<file path="config.mk">
export PLATFORM = sky130hd
export DESIGN_NAME = mon_exp_loader
export DESIGN_NICKNAME = d
export VERILOG_FILES = /design/src/rtl/mon_exp_loader_pkg.sv /design/src/rtl/mon_exp_beat_packer.sv /design/src/rtl/mon_exp_loader.sv
export SDC_FILE = /design/constraint.sdc
export NUM_CORES = 2
export LEC_CHECK = 0
export BUFFER_PORTS_ARGS = -buffer_cell sky130_fd_sc_hd__buf_2
export CAP_MARGIN = 15
export CELL_PAD_IN_SITES_DETAIL_PLACEMENT = 1
export CELL_PAD_IN_SITES_GLOBAL_PLACEMENT = 2
export CORE_ASPECT_RATIO = 0.8
export CORE_UTILIZATION = 38
export DETAILED_ROUTE_END_ITERATION = 12
export GPL_ROUTABILITY_DRIVEN = 0
export GPL_TIMING_DRIVEN = 0
export HOLD_SLACK_MARGIN = 0.06
export PLACE_DENSITY = 0.84
export REMOVE_ABC_BUFFERS = 1
export SLEW_MARGIN = 20
export SYNTH_ARGS = -nofsm -noshare
export SYNTH_HDL_FRONTEND = slang
export SYNTH_HIERARCHICAL = 1
export SYNTH_SLANG_ARGS = --single-unit
</file>
<file path="constraint.sdc">
create_clock -name clk -period 4.1 [get_ports clk]
set_clock_uncertainty 0.05 [all_clocks]
set_input_delay 0.205 -clock clk [delete_from_list [all_inputs] [get_ports clk]]
set_output_delay 0.205 -clock clk [all_outputs]
set_load 0.005 [all_outputs]
</file>
<file path="src/rtl/mon_exp_loader_pkg.sv">
// Shared defaults, derived beat geometry and FSM state type for the exponentiator BRAM loader.
// Also imported by the mon_exp_top integration bench.
package mon_exp_loader_pkg;

  localparam int unsigned AbitsDefault = 8;
  localparam int unsigned DbitsDefault = 512;
  localparam int unsigned BbitsDefault = 32;

  localparam int unsigned BeatsDefault = DbitsDefault / BbitsDefault;

  // Counter width for a given number of beats per word; never narrower than one bit.
  function automatic int unsigned beat_cnt_width(input int unsigned beats);
    return (beats > 1) ? $clog2(beats) : 1;
  endfunction

  localparam int unsigned BeatCntWDefault = beat_cnt_width(BeatsDefault);

  typedef enum logic [1:0] {
    StIdle,
    StFill,
    StWrite,
    StFin
  } loader_state_e;

endpackage

</file>
<file path="src/rtl/mon_exp_beat_packer.sv">
// Packs BBits-wide beats into a DBits-wide word, beat 0 in the least significant slot.
// word_o already includes a beat accepted in the current cycle.
module mon_exp_beat_packer
  import mon_exp_loader_pkg::*;
#(
  parameter int unsigned DBits = DbitsDefault,
  parameter int unsigned BBits = BbitsDefault
) (
  input  logic             clk_i,
  input  logic             rst_ni,
  input  logic             clr_i,
  input  logic             beat_en_i,
  input  logic [BBits-1:0] beat_i,
  output logic [DBits-1:0] word_o,
  output logic             last_o
);

  localparam int unsigned Beats = DBits / BBits;
  localparam int unsigned CntW  = beat_cnt_width(Beats);

  logic [CntW-1:0]  cnt_q, cnt_d;
  logic [DBits-1:0] word_q, word_d;

  assign last_o = (cnt_q == CntW'(Beats - 1));

  always_comb begin
    word_o = word_q;
    if (beat_en_i) begin
      word_o[cnt_q*BBits +: BBits] = beat_i;
    end
  end

  always_comb begin
    cnt_d  = cnt_q;
    word_d = word_q;
    if (clr_i) begin
      cnt_d  = '0;
      word_d = '0;
    end else if (beat_en_i) begin
      cnt_d  = last_o ? '0 : cnt_q + 1'b1;
      word_d = word_o;
    end
  end

  always_ff @(posedge clk_i or negedge rst_ni) begin
    if (!rst_ni) begin
      cnt_q  <= '0;
      word_q <= '0;
    end else begin
      cnt_q  <= cnt_d;
      word_q <= word_d;
    end
  end

endmodule

</file>
<file path="src/rtl/mon_exp_loader.sv">
// Streams host beats into consecutive BRAM port-2 words, then pulses start for mon_exp_top.
// A zero-word load completes immediately with done but no start.
module mon_exp_loader
  import mon_exp_loader_pkg::*;
#(
  parameter int unsigned ABITS = AbitsDefault,
  parameter int unsigned DBITS = DbitsDefault,
  parameter int unsigned BBITS = BbitsDefault
) (
  input  logic             clk,
  input  logic             rst_n,
  input  logic             load_go,
  input  logic [ABITS-1:0] load_base,
  input  logic [ABITS:0]   load_words,
  input  logic             in_valid,
  output logic             in_ready,
  input  logic [BBITS-1:0] in_data,
  output logic [ABITS-1:0] wr_addr2,
  output logic [DBITS-1:0] wr_data2,
  output logic             wr_en2,
  output logic             busy,
  output logic             done,
  output logic             start
);

  loader_state_e    state_q, state_d;
  logic [ABITS-1:0] base_q, base_d;
  logic [ABITS:0]   count_q, count_d;
  logic [ABITS:0]   word_cnt_q, word_cnt_d;
  logic             start_en_q, start_en_d;
  logic             wr_en_q, wr_en_d;
  logic [ABITS-1:0] wr_addr_q, wr_addr_d;
  logic [DBITS-1:0] wr_data_q, wr_data_d;

  logic             beat_en;
  logic             pk_clr;
  logic             pk_last;
  logic [DBITS-1:0] pk_word;

  mon_exp_beat_packer #(
    .DBits(DBITS),
    .BBits(BBITS)
  ) u_packer (
    .clk_i    (clk),
    .rst_ni   (rst_n),
    .clr_i    (pk_clr),
    .beat_en_i(beat_en),
    .beat_i   (in_data),
    .word_o   (pk_word),
    .last_o   (pk_last)
  );

  assign in_ready = (state_q == StFill);
  assign beat_en  = in_valid & in_ready;
  assign busy     = (state_q != StIdle);
  assign done     = (state_q == StFin);
  assign start    = done & start_en_q;
  assign wr_en2   = wr_en_q;
  assign wr_addr2 = wr_addr_q;
  assign wr_data2 = wr_data_q;

  always_comb begin
    state_d    = state_q;
    base_d     = base_q;
    count_d    = count_q;
    word_cnt_d = word_cnt_q;
    start_en_d = start_en_q;
    wr_en_d    = 1'b0;
    wr_addr_d  = wr_addr_q;
    wr_data_d  = wr_data_q;
    pk_clr     = 1'b0;
    unique case (state_q)
      StIdle: begin
        if (load_go) begin
          base_d     = load_base;
          count_d    = load_words;
          word_cnt_d = '0;
          pk_clr     = 1'b1;
          start_en_d = (load_words != '0);
          state_d    = (load_words != '0) ? StFill : StFin;
        end
      end
      StFill: begin
        // Register the write on the edge that takes the final beat so wr_en2 lines up with WRITE.
        if (beat_en && pk_last) begin
          wr_en_d   = 1'b1;
          wr_addr_d = base_q + word_cnt_q[ABITS-1:0];
          wr_data_d = pk_word;
          state_d   = StWrite;
        end
      end
      StWrite: begin
        word_cnt_d = word_cnt_q + 1'b1;
        if (word_cnt_d == count_q) begin
          state_d = StFin;
        end else begin
          pk_clr  = 1'b1;
          state_d = StFill;
        end
      end
      StFin: begin
        state_d = StIdle;
      end
      default: begin
        state_d = StIdle;
      end
    endcase
  end

  always_ff @(posedge clk or negedge rst_n) begin
    if (!rst_n) begin
      state_q    <= StIdle;
      base_q     <= '0;
      count_q    <= '0;
      word_cnt_q <= '0;
      start_en_q <= 1'b0;
      wr_en_q    <= 1'b0;
      wr_addr_q  <= '0;
      wr_data_q  <= '0;
    end else begin
      state_q    <= state_d;
      base_q     <= base_d;
      count_q    <= count_d;
      word_cnt_q <= word_cnt_d;
      start_en_q <= start_en_d;
      wr_en_q    <= wr_en_d;
      wr_addr_q  <= wr_addr_d;
      wr_data_q  <= wr_data_d;
    end
  end

endmodule

</file>
; Word-level counts from Yosys, hierarchy flattened
; Index checks and enable logic that the tools add are counted.
; Widths: inputs -> output; s select.
[totals]
regBits = 1066
in_bits = 53
output_inout_bits = 525
elab_cells = 54
[classes]
addsub = 4
n_eq_ne = 7
shift = 2
muxes = 19
n_bitwise = 2
reduce_logical = 10
[ops]
columns = operator, n
row1 = $mux 512, 3
row2 = $bwmux 512, 1
row3 = $shift 32x34->512 const A, 1
row4 = $shiftx 32x34->512, 1
row5 = $neg 9->34, 1
row6 = $pmux 9 s2, 1
row7 = $mux 4, 3
row8 = $add 9x1->9 const B, 1
row9 = $eq 9x9->1, 1
row10 = $mux 9, 1
row11 = $reduce_bool 9->1, 1
row12 = $add 8x8->8, 1
row13 = $mux 2, 4
row14 = $pmux 2 s4, 1
row15 = $reduce_and 2->1, 4
row16 = $reduce_bool 2->1, 3
row17 = $add 4x1->4 const B, 1
row18 = $eq 2x2->1 const B, 2
row19 = $eq 4x4->1 const B, 1
row20 = $mux 1, 4
row21 = $and 1x1->1, 2
row22 = $eq 2x1->1 const B, 1
row23 = $logic_not 2->1, 1
row24 = $ne 2x1->1 const B, 1
row25 = 3 further kinds, 3

; Depth between registers and ports, before layout
[logic_depth]
depth_word = 6
depth_mapped = 15

; Cells and area by module
; Netlist, hierarchy kept.
[modules_own_cells]
columns = module, instances, cells_per_inst, area_each_um2, seq_area_each_um2
row1 = mon_exp_beat_packer, 1, 3013, 25655.9, 12912.4
row2 = mon_exp_loader, 1, 2376, 21245.4, 13763.2

; Worst setup path after synthesis
; OpenSTA, ideal clock, no wires.
[synth_path]
path_kind = register to register
startpoint = reg word_cnt_q[1]
endpoint = reg u_packer.word_q[130]
setup_ns = 0.132
t_arrival_ns = 2.616
required_ns = 3.918
setup_slack_ns = 1.302
stages_incl_launch_ff = 14
path_buffers = 5
period_less_slack_ns = 2.798
cell_sequence = dfrtp_1 > ha_1 > clkbuf_1 > nor3b_1 > a21oi_1 > a211oi_1 > o211ai_1 > nor3_1 > nor2_1 > clkbuf_1 > clkbuf_1 > clkbuf_1 > clkbuf_1 > nor2_1
[synth_via]
elab_chain_cells = 5
[synth_rtl]
columns = item, line
row1 = start: declaration, mon_exp_loader.sv:29  ; logic [ABITS:0] word_cnt_q, word_cnt_d;
row2 = start signal: assignment, mon_exp_loader.sv:124  ; word_cnt_q <= word_cnt_d;
row3 = $add 9x1->9 (*), mon_exp_loader.sv:93  ; word_cnt_d = word_cnt_q + 1'b1;
row4 = $eq 9x9->1 (*), mon_exp_loader.sv:94  ; if (word_cnt_d == count_q) begin
row5 = $mux 1 (*), mon_exp_loader.sv:94
row6 = $pmux 1 s2 (*), mon_exp_loader.sv:72  ; unique case (state_q)
row7 = via pk_clr, mon_exp_loader.sv:36  ; logic pk_clr;
row8 = $mux 512 / $reduce_bool 2->1 (equally long branches), -
row9 = end signal: assignment, mon_exp_beat_packer.sv:51  ; word_q <= word_d;
row10 = end: declaration, mon_exp_beat_packer.sv:22  ; logic [DBits-1:0] word_q, word_d;
; The timed path passes the listed nets; every way through them passes the cells marked *.
; A chain may end at the register's enable or synchronous reset.

; Final worst setup path
[layout_path]
startpoint = reg word_cnt_q[4]
endpoint = reg u_packer.word_q[17]
; The elaborated chain is that of the path after synthesis.

==> impl_metrics.env <==
export IMPL_outcome="completed"
export IMPL_min_to="start_en_q"
export IMPL_vias=40260
export IMPL_die_area_mm2=0.1248
export IMPL_clk_path_buf_depth=3
export IMPL_rows=114
export IMPL_r2r_cells=13
export IMPL_max_freq_mhz=255.2
export IMPL_grt_pass1_wl_um=263500
export IMPL_leakagePower_nw=33.55
export IMPL_synthCells=5389
export IMPL_place_area_mm2=0.05296
export IMPL_crit_path_start_kind="register"
export IMPL_worstPathArrival_ns=4.48
export IMPL_route_detailed_drc=0
export IMPL_clockRootBuffer="clkbuf_16"
export IMPL_synth_area_leaders="dfrtp_1 (57%), nand2_1 (18%), a21oi_1 (4.2%)"
export IMPL_yosysMostFrequentCell="nand2_1"
export IMPL_synth_seq_cells=1066
export IMPL_rr_startpoint="word_cnt_q[4]"
export IMPL_synthTopCellsByCount="nand2_1 (2302), dfrtp_1 (1066), a21oi_1 (392), clkbuf_1 (281), nand3_1 (205)"
export IMPL_dp_final_hpwl_um=110500
export IMPL_cp_max_fo=34
export IMPL_cts_clk_slew_worst_paths_ns=0.06
export IMPL_yosysWarnings=6
export IMPL_avgRoutedWirePerCell_um=22.90
export IMPL_finalPower_mw=34.65
export IMPL_reg2reg_to="u_packer/word_q[17]"
export IMPL_p_per_area_mw_per_mm2=599.2
export IMPL_finish_instance_area_mm2=0.05783
export IMPL_finalHoldViolations=0
export IMPL_synthArstFlopShare=1.000
export IMPL_cts_tree="done"
export IMPL_drive_gt1_frac=0.1765
export IMPL_yosysTopAreaCellShare=0.5688
export IMPL_fin_util=0.4753
export IMPL_worstHoldPathCells=4
export IMPL_antenna_found_initial=18
export IMPL_drt_wl_total_um=174500
export IMPL_antenna_left=0
export IMPL_synth_edf_count=0
export IMPL_finalCritPeriodShare=0.9557
export IMPL_clock_latency_ns=0.74
export IMPL_dr_pass1_iters=7
export IMPL_syn2layout_area_growth_pct=23.30
export IMPL_coreArea_mm2=0.1217
export IMPL_hp_start="load_words[3]"
export IMPL_grt_pass1_vias=41300
export IMPL_r2r_slack_ns=0.18
export IMPL_synthDistinctLibCells=67
export IMPL_die_w_um=394.8
export IMPL_ys_seq_area_frac=0.5688
export IMPL_floorplan_initialDensity=0.3855
export IMPL_routed_via_density=5.286
export IMPL_ir_drop_v=0.0005027
export IMPL_worstSetupEndpointType="register"
export IMPL_hp_class="input port to register"
export IMPL_grt_usage=0.2765
export IMPL_setup_viol=0
export IMPL_grt_overflow=0
export IMPL_rsz0062_at_grt="no"
export IMPL_io_pins=578
export IMPL_maxSlewViolCount=0
export IMPL_portBuffers=577
export IMPL_n_fill_cell=14150
export IMPL_hold_ws_ns=0.3060
export IMPL_max_cap_violations=0
export IMPL_die_y_um=316.2
export IMPL_syn_avg_cell_area_um2=8.703
export IMPL_final_nets=5954
export IMPL_yosysTopAreaCell="dfrtp_1"
export IMPL_cts_sinks=1066
export IMPL_synth_top_flop_cell="dfrtp_1"
export IMPL_criticalPathCategory="register to register"
export IMPL_numCtsBuffers=115
export IMPL_synthesis_area_mm2=0.04690
export IMPL_worst_pin_slew_ns=1.043
export IMPL_drtIter0Drc=2316
export IMPL_worstPathRequired_ns=4.66
export IMPL_h_tree_depth=3
export IMPL_slew_headroom=0.3019
export IMPL_fin_setup_tns_ns=0
export IMPL_grt_max_degree=130
export IMPL_layout_min_cycle_time_ns=3.918
## flip-flops by register name, indices dropped and copies added (netlist names)
| register | cells |
|---|---|
| base_q | 8 |
| count_q | 9 |
| start_en_q | 1 |
| state_q | 2 |
| u_packer/cnt_q | 4 |
| u_packer/word_q | 512 |
| word_cnt_q | 9 |
| wr_addr2 | 8 |
| wr_data2 | 512 |
| wr_en2 | 1 |
## how the worst max path moves through the flow
stage / start / to / slack (ns) / depth (start not counted)
2_1_floorplan: u_packer/cnt_q[0] / state_q[1] / -18.55 / 7
3_3_place_gp: u_packer/cnt_q[0] / wr_data2[402] / -55.19 / 7
3_5_place_dp: u_packer/cnt_q[0] / wr_data2[506] / -0.98 / 16
4_1_cts: u_packer/cnt_q[0] / wr_data2[508] / 0.02 / 16
5_1_grt: word_cnt_q[4] / u_packer/word_q[17] / 0.004 / 13
6_report: word_cnt_q[4] / u_packer/word_q[17] / 0.18 / 13
## timing repair
action	4_1_cts	5_1_grt
gates resized for setup	3	6
pin swaps	2	2
gates cloned	0	2
hold buffers	72	0
endpoints found under the setup margin	352	14
buffers inserted	4	4
hold endpoints to repair	543	0
## cells in the final DEF (no fill, tap or decap), types with 35 or more instances in the layout
master	instances
a21oi_1	392
and3_1	81
buf_16	59
buf_2	576
buf_4	35
clkbuf_16	116
dfrtp_1	1064
dlygate4sd3_1	71
inv_1	85
mux2i_1	100
nand2_1	2301
nand2b_1	89
nand3_1	201
nand4_1	94
nor2_1	94
o21ai_0	146
or2_2	47
or3_1	38
## power by group
| part | internal (mW) | switching [mW] | leakage [nW] |
|---|---|---|---|
| registers | 12.2 | 0.717 | 14.8 |
| clock network | 6.48 | 4.54 | 1.98 |
| logic | 3.70 | 7.05 | 16.8 |
## cells by family after synthesis
family                     count (synthesis)  synth area share
muxes                                    153           0.03607
adders and majority gates                 14          0.003895
buffers and inverters                    489           0.04300
and+or+nand+nor                         3036            0.2735
AOI/OAI and AO/OA                        610           0.07048
DFF                                     1066            0.5688
xor gates and xnor gates                  21          0.004242
## stage by stage
step,worst slack [ns],instances
6_report,0.1817,7617
5_1_grt,0.003504,7613
4_1_cts,0.02002,7605
3_5_place_dp,-0.9841,7312
3_3_place_gp,-55.19,7187
2_1_floorplan,-18.55,4986
## cell type report
class	instances	area, um2	area share
Clock buffer	173	3447	0.05961
Clock inverter	44	531.8	0.009195
Antenna cell	6	15.01	0.0002596
Timing Repair Buffer	782	6256	0.1082
Multi-Input combinational cell	3836	18530	0.3205
Tap cell	1624	2032	0.03514
Sequential cell	1066	26680	0.4614
Inverter	86	335.3	0.005798
## routing by layer
metal	wire length [um]	up-vias	GRT usage
met5	0	-	0
met4	5894	0	0.09153
met3	9650	247	0.05591
met2	81750	863	0.4454
met1	77160	20740	0.3734
li1	-	18420	-
## worst max-delay path: stages (launching register included)
cell	delay (ns)
dfrtp_1	0.66
nand4_1	0.26
nor3_1	0.36
xnor2_1	0.11
a22oi_1	0.40
nor3_2	0.14
nor2_4	0.49
buf_12	0.26
buf_16	0.20
buf_16	0.17
buf_12	0.20
buf_12	0.21
nand2b_1	0.12
mux2i_1	0.08
(Power assumes the default switching activity.)
